## src/rtl/ndigit_display_pkg.sv

```systemverilog
// ---------------------------------------------------------------------------
// ndigit_display_pkg
// Shared definitions for the N-digit seven-segment driver:
//   SEG_TABLE  - active-low {g,f,e,d,c,b,a} patterns for hex values 0..F
//   SEG_OFF    - all segments dark
//   an_off()   - anode mask with the low n bits set (all digits dark)
//   frame_t    - one display frame (digits, dots, blank, flash), sized for
//                the largest supported digit count; unused bits stay zero
// ---------------------------------------------------------------------------
package ndigit_display_pkg;

    localparam int MAX_DIGITS = 8;
    localparam int MAX_IDX_W  = $clog2(MAX_DIGITS);

    localparam logic [6:0] SEG_OFF = 7'h7F;

    // Entry [15] is listed first so that SEG_TABLE[v] decodes value v.
    localparam logic [15:0][6:0] SEG_TABLE = {
        7'h0E, 7'h06, 7'h21, 7'h46, 7'h03, 7'h08, 7'h10, 7'h00,
        7'h78, 7'h02, 7'h12, 7'h19, 7'h30, 7'h24, 7'h79, 7'h40
    };

    function automatic logic [MAX_DIGITS-1:0] an_off(input int n);
        logic [MAX_DIGITS-1:0] m;
        m = '0;
        for (int i = 0; i < MAX_DIGITS; i++) begin
            if (i < n) m[i] = 1'b1;
        end
        return m;
    endfunction

    typedef struct packed {
        logic [4*MAX_DIGITS-1:0] digits;
        logic [MAX_DIGITS-1:0]   dots;
        logic [MAX_DIGITS-1:0]   blank;
        logic [MAX_DIGITS-1:0]   flash;
    } frame_t;

endpackage

```

## src/rtl/seg_hex_decoder.sv

```systemverilog
// ---------------------------------------------------------------------------
// seg_hex_decoder
// Combinational hex-to-seven-segment decoder, active-low outputs.
//   value : in  4-bit hex value
//   seg   : out {g,f,e,d,c,b,a}, 0 = segment lit
// ---------------------------------------------------------------------------
module seg_hex_decoder
    import ndigit_display_pkg::*;
(
    input  logic [3:0] value,
    output logic [6:0] seg
);

    assign seg = SEG_TABLE[value];

endmodule

```

## src/rtl/ndigit_display_driver.sv

```systemverilog
// ---------------------------------------------------------------------------
// ndigit_display_driver
// Time-multiplexed driver for NUM_DIGITS common-anode seven-segment digits
// with per-digit blank/flash, PWM brightness and a double-buffered frame.
//   clk, rst_n      : clock, synchronous active-low reset
//   load_valid/ready: frame handshake; a frame is held pending until the
//                     next frame boundary and then becomes the active frame
//   digits_in       : nibble i = digit i (digit 0 rightmost)
//   dots_in         : decimal points, 1 = lit
//   blank_in        : 1 = digit dark
//   flash_in        : 1 = digit dark during the odd flash phase
//   brightness      : live PWM duty, 0 = dark
//   an, seg, dp     : registered active-low pin drives
//   frame_sync      : one-cycle pulse when digit 0's slot begins
// Build option: LEADING_ZERO_BLANK_EN auto-blanks leading zero digits at
// commit time (digit 0 is always kept).
// ---------------------------------------------------------------------------
module ndigit_display_driver
    import ndigit_display_pkg::*;
#(
    parameter int NUM_DIGITS   = 4,
    parameter int REFRESH_BITS = 18,
    parameter int FLASH_BITS   = 26,
    parameter int BRIGHT_BITS  = 3
)(
    input  logic                    clk,
    input  logic                    rst_n,
    input  logic                    load_valid,
    output logic                    load_ready,
    input  logic [4*NUM_DIGITS-1:0] digits_in,
    input  logic [NUM_DIGITS-1:0]   dots_in,
    input  logic [NUM_DIGITS-1:0]   blank_in,
    input  logic [NUM_DIGITS-1:0]   flash_in,
    input  logic [BRIGHT_BITS-1:0]  brightness,
    output logic [NUM_DIGITS-1:0]   an,
    output logic [6:0]              seg,
    output logic                    dp,
    output logic                    frame_sync
);

    localparam int IDX_W = (NUM_DIGITS > 1) ? $clog2(NUM_DIGITS) : 1;
    localparam logic [IDX_W-1:0]      LAST_IDX   = IDX_W'(NUM_DIGITS - 1);
    localparam logic [MAX_DIGITS-1:0] AN_OFF_ALL = an_off(NUM_DIGITS);
    localparam logic [NUM_DIGITS-1:0] AN_OFF     = AN_OFF_ALL[NUM_DIGITS-1:0];
    localparam frame_t RESET_FRAME = '{digits: '0, dots: '0, blank: AN_OFF_ALL, flash: '0};

    logic [REFRESH_BITS-1:0] rcnt;
    logic [FLASH_BITS-1:0]   fcnt;
    logic                    started;
    logic                    fphase;
    logic                    fphase_nxt;
    logic [IDX_W-1:0]        idx;
    logic [IDX_W-1:0]        sel;
    logic [MAX_IDX_W-1:0]    sel_w;
    logic                    tick;
    logic                    frame_start;
    logic                    commit;
    logic                    capture;
    logic                    pend_full;
    frame_t                  act;
    frame_t                  pend;
    frame_t                  frame_in;
    frame_t                  commit_frame;
    frame_t                  shown;
    logic [BRIGHT_BITS-1:0]  pwm;
    logic                    dark;
    logic [3:0]              digit_val;
    logic [6:0]              dec_seg;

    assign tick        = (rcnt == '0);
    // started is low only in the first cycle after reset, which keeps that
    // cycle's counter==0 from counting as a flash wrap or a slot advance.
    assign fphase_nxt  = fphase ^ (started && (fcnt == '0));
    assign frame_start = tick && (sel == '0);
    assign commit      = frame_start && pend_full;
    assign capture     = load_valid && !pend_full;
    assign load_ready  = !pend_full;

    always_comb begin
        sel = idx;
        if (tick) begin
            if (!started || idx == LAST_IDX) sel = '0;
            else                             sel = idx + IDX_W'(1);
        end
    end

    assign sel_w = MAX_IDX_W'(sel);

    always_comb begin
        frame_in = '0;
        frame_in.digits[4*NUM_DIGITS-1:0] = digits_in;
        frame_in.dots[NUM_DIGITS-1:0]     = dots_in;
        frame_in.blank[NUM_DIGITS-1:0]    = blank_in;
        frame_in.flash[NUM_DIGITS-1:0]    = flash_in;
    end

`ifdef LEADING_ZERO_BLANK_EN
    logic [MAX_DIGITS-1:0] lz_blank;
    logic                  zero_run;

    // Walk from the top digit down; a digit is blanked while it and every
    // digit above it are zero. Digit 0 is excluded so "0" still shows.
    always_comb begin
        lz_blank = '0;
        zero_run = 1'b1;
        for (int i = NUM_DIGITS - 1; i >= 1; i--) begin
            zero_run    = zero_run && (pend.digits[4*i +: 4] == 4'h0);
            lz_blank[i] = zero_run;
        end
        commit_frame       = pend;
        commit_frame.blank = pend.blank | lz_blank;
    end
`else
    assign commit_frame = pend;
`endif

    // Outputs are registered from the slot being entered, so on a commit
    // tick the incoming frame is what gets displayed.
    assign shown     = commit ? commit_frame : act;
    assign digit_val = shown.digits[{sel_w, 2'b00} +: 4];
    assign pwm       = rcnt[REFRESH_BITS-1 -: BRIGHT_BITS];
    assign dark      = shown.blank[sel_w]
                    || (shown.flash[sel_w] && fphase_nxt)
                    || (pwm >= brightness);

    seg_hex_decoder u_dec (
        .value (digit_val),
        .seg   (dec_seg)
    );

    always_ff @(posedge clk) begin
        if (!rst_n) begin
            rcnt       <= '0;
            fcnt       <= '0;
            started    <= 1'b0;
            fphase     <= 1'b0;
            idx        <= '0;
            pend_full  <= 1'b0;
            pend       <= '0;
            act        <= RESET_FRAME;
            an         <= AN_OFF;
            seg        <= SEG_OFF;
            dp         <= 1'b1;
            frame_sync <= 1'b0;
        end else begin
            rcnt       <= rcnt + REFRESH_BITS'(1);
            fcnt       <= fcnt + FLASH_BITS'(1);
            started    <= 1'b1;
            fphase     <= fphase_nxt;
            idx        <= sel;
            frame_sync <= frame_start;

            // Capture needs an empty buffer and commit a full one, so the
            // two never coincide.
            if (capture) begin
                pend      <= frame_in;
                pend_full <= 1'b1;
            end else if (commit) begin
                pend_full <= 1'b0;
            end
            if (commit) act <= commit_frame;

            if (dark) begin
                an  <= AN_OFF;
                seg <= SEG_OFF;
                dp  <= 1'b1;
            end else begin
                an  <= ~(NUM_DIGITS'(1) << sel);
                seg <= dec_seg;
                dp  <= ~shown.dots[sel_w];
            end
        end
    end

endmodule

```

## config.mk

```make
export PLATFORM = sky130hd
export DESIGN_NAME = ndigit_display_driver
export DESIGN_NICKNAME = d
export VERILOG_FILES = /design/src/rtl/ndigit_display_pkg.sv /design/src/rtl/seg_hex_decoder.sv /design/src/rtl/ndigit_display_driver.sv
export SDC_FILE = /design/constraint.sdc
export NUM_CORES = 1
export LEC_CHECK = 0
export ABC_AREA = 1
export BUFFER_PORTS_ARGS = -buffer_cell sky130_fd_sc_hd__buf_2
export CORE_UTILIZATION = 45
export DETAILED_ROUTE_END_ITERATION = 7
export PLACE_DENSITY = 0.76
export SYNTH_ARGS = -nofsm -noshare
export SYNTH_HDL_FRONTEND = slang
export SYNTH_HIERARCHICAL = 1
export SYNTH_SLANG_ARGS = --single-unit
```

## constraint.sdc

```tcl
create_clock -name clk -period 2.5 [get_ports clk]
set_input_delay 0.125 -clock clk [delete_from_list [all_inputs] [get_ports clk]]
set_output_delay 0.125 -clock clk [all_outputs]
set_load 0.05 [all_outputs]
```

==> qor.csv <==
stage;metric;value;unit
finish;Seq. cell area;2360;µm²
logic_synthesis;FF+latch count, synth;118;
critical_path;Critical R2R Launch;rcnt[0];
logic_synthesis;syn_nets;785;
global_route;number of global-route vias before repair;4725;
clock_network;CTS tree;yes;
clock_network;clock tree sinks;118;
clock_network;Reg clk slew, reported paths;0.05;ns
routing;antenna viol nets, final;0;
min_path;Hold Path Depth;3;
sta;count of pins over their slew limit;0;
clock_network;total CTS buffers;17;
sta;final-report hold violation count;0;
floorplan;Die W;113;µm
finish;# fillers;990;
logic_synthesis;Netlist cell types;37;
logic_synthesis;area leader, netlist;dfxtp_1;
floorplan;Starting Density;0.461;
sta;slew margin rel.;0.597;
min_path;min-delay src;blank_in[1];
floorplan;Floorplan Core Area;12000;µm²
critical_path;reg-to-reg slack, setup;0.009;ns
routing;via count of the routed design;5127;
finish;# diodes;0;
sta;final setup vio count;0;
floorplan;die area;12700;µm²
finish;nets@finish;900;
placed_design;HPWL reported at the end of detailed placement;8380;µm
routing;Routed WL per cell;13.0;µm
critical_path;worst path arrival time;2.85;ns
finish;most frequent cells in the layout;nand2_1, dfxtp_1, nor2_1;
logic_synthesis;sequential element share of the synthesized area;0.428;
sta;Fin Clk Skew;0.0122;ns
logic_synthesis;Mapped Area;5510;µm²
status;status;complete, no violations;
routing;Total Routed Length;13200;µm
sta;fmax;401;MHz
sta;final worst-path cycle share;0.997;
logic_synthesis;largest cells by area after synthesis;dfxtp_1, nand2_1, nor2_1;
routing;DR vias/cell;5.07;
sta;worst-margin pin slew;0.603;ns
sta;min cycle time layout;2.49;ns
min_path;Hold EP;commit_frame[9];
critical_path;Crit Path Category;register to register;
placed_design;GPL Wtd Cong;0.850;
routing;drc violations;0;
power_and_ir_drop;VDD IR max;0.576;mV
floorplan;Site Rows;40;
run;maxcap violations;0;
routing;TritonRoute pass-1 iters;5;
sta;Worst Hold Slack;0.00654;ns
clock_network;root buffer cell;clkbuf_16;
critical_path;Critical Path End Type;register;
global_route;final global-route overflow total;0;
logic_synthesis;area share of the largest cell type after synthesis;0.428;
finish;commonest non-fill, non-tap cell in the layout;nand2_1;
logic_synthesis;cell count after synthesis;736;
power_and_ir_drop;Pleak;3.14;nW
sta;RSZ-0062 raised after global routing;yes;
floorplan;Top Ports;48;
critical_path;crit path max fanout;8;
sta;Setup TNS;0;ns
finish;P&R area growth vs syn;32.1;%
global_route;antenna violations before repair;0;
global_route;pin count of the biggest net entering global routing;54;
routing;DRT iter0 DRCs;418;
critical_path;Worst R2R Path Depth;18;
clock_network;latest clock arrival within the worst-skew pair;0.42;ns
min_path;Tightest Hold Check Type;input pin to register;
global_route;first-pass GRT wire length;21700;µm
critical_path;Critical Path Start Type;register;
placed_design;I/O Buffers;47;
logic_synthesis;total of warnings raised by yosys;6;
global_route;gr usage total;0.216;
floorplan;height of the chip;113;µm
critical_path;CP required;2.86;ns
finish;share of cells above drive strength 1;0.252;
critical_path;r2r endpoint;seg[6];
clock_network;CTS max path bufs;2;
logic_synthesis;Post-Syn Area per Cell;7.49;µm²
power_and_ir_drop;P per Cell Area;783;nW/µm²
finish;multi-input logic area;2850;µm²
clock_network;H-tree levels;4;
==> where the power goes <==
group          switching [mW]  total, mW  internal [mW]
registers              0.0501       2.03           1.98
logic                   0.610      0.960          0.351
clock network           0.837       2.71           1.87
==> layer usage <==
layer | wire (µm) | vias to the layer above | global-route usage
met2 | 6190 | 143 | 0.347
met1 | 6170 | 2337 | 0.281
met3 | 613 | 22 | 0.0584
met4 | 220 | 0 | 0.0738
met5 | 0 | - | 0
li1 | - | 2625 | -
==> worst max path at each step <==
| stage | from | endpoint | slack (ns) | cells past startpoint |
|---|---|---|---|---|
| 6_report | rcnt[0] | seg[6] | 0.009 | 18 |
| 5_1_grt | rcnt[0] | seg[0] | -0.17 | 21 |
| 4_1_cts | rcnt[1] | seg[3] | 0.02 | 20 |
| 3_5_place_dp | rcnt[1] | seg[0] | -0.05 | 21 |
| 3_3_place_gp | rcnt[1] | seg[0] | 0.06 | 21 |
| 2_1_floorplan | rcnt[1] | seg[0] | -0.007 | 23 |
==> Yosys cell counts, drive strengths merged <==
cell type and instances:
or4 1, a311oi 1, nand2 158, o21a 4, xnor2 1, inv 81
nor3b 6, nor3 14, clkbuf 15, dfxtp 118, o211ai 1, ha 15
nand4 20, or2 1, o21ai 51, nor2 118, xor2 9, buf 12
a21oi 46, nor4 8, nand3 56
==> state kept, by name (all words and copies together), names as in the netlist <==
name and cells:
act 28, an 4, commit_frame 28, dp 1
fcnt 26, fphase 1, frame_sync 1, idx 2
pend_full 1, rcnt 18, seg 7, started 1
==> stage by stage <==
step                 util  power [mW]  std cells  instance area [µm²]  setup slack [ns]
floorplan               -        2.69        736                 5620          -0.00688
global placement    0.517        2.91        942                 6180            0.0560
detailed placement  0.517        2.92        942                 6180           -0.0541
CTS                 0.598        5.68       1006                 7150            0.0190
global route        0.609        5.91       1011                 7280            -0.170
finish              0.609        5.70       1011                 7280           0.00860
==> cells by family after synthesis <==
| group | after synthesis | synth area share |
|---|---|---|
| AND/OR/NAND/NOR | 382 | 0.338 |
| flip-flops | 118 | 0.428 |
| buffers and inverters | 108 | 0.0853 |
| AO/OA/AOI/OAI | 103 | 0.0985 |
| adder cells (fa/ha/maj) | 15 | 0.0340 |
| XOR/XNOR | 10 | 0.0159 |
==> what timing repair did <==
item	CTS	global route
endpoints found under the hold margin	27	0
gates cloned	1	1
pin swaps	2	17
hold buffers	27	0
resized for setup	1	35
setup endpoints to repair	4	7
setup buffers	4	4
==> area by class of cell <==
class	instances	area share
Multi-Input combinational cell	511	0.391
Sequential cell	118	0.325
Timing Repair Buffer	121	0.123
Clock buffer	24	0.0675
Inverter	81	0.0441
Tap cell	147	0.0252
Clock inverter	8	0.0230
Timing Repair inverter	1	0.000859
==> critical path, stage by stage, from the launching register on <==
cell and delay, ns:
dfxtp_2 0.32, inv_2 0.07, ha_4 0.14, nand3_4 0.07, nor2_4 0.17, nand2_4 0.10
nor2_8 0.13, nand3_4 0.18, buf_6 0.19, nand2_1 0.10, nand2_2 0.06, nand2_1 0.05
nand4_1 0.24, buf_4 0.24, o21ai_2 0.13, nand2_1 0.08, nand2_1 0.07, inv_1 0.04
nand3_1 0.07
No activity file was read; power rests on OpenSTA's default activity.
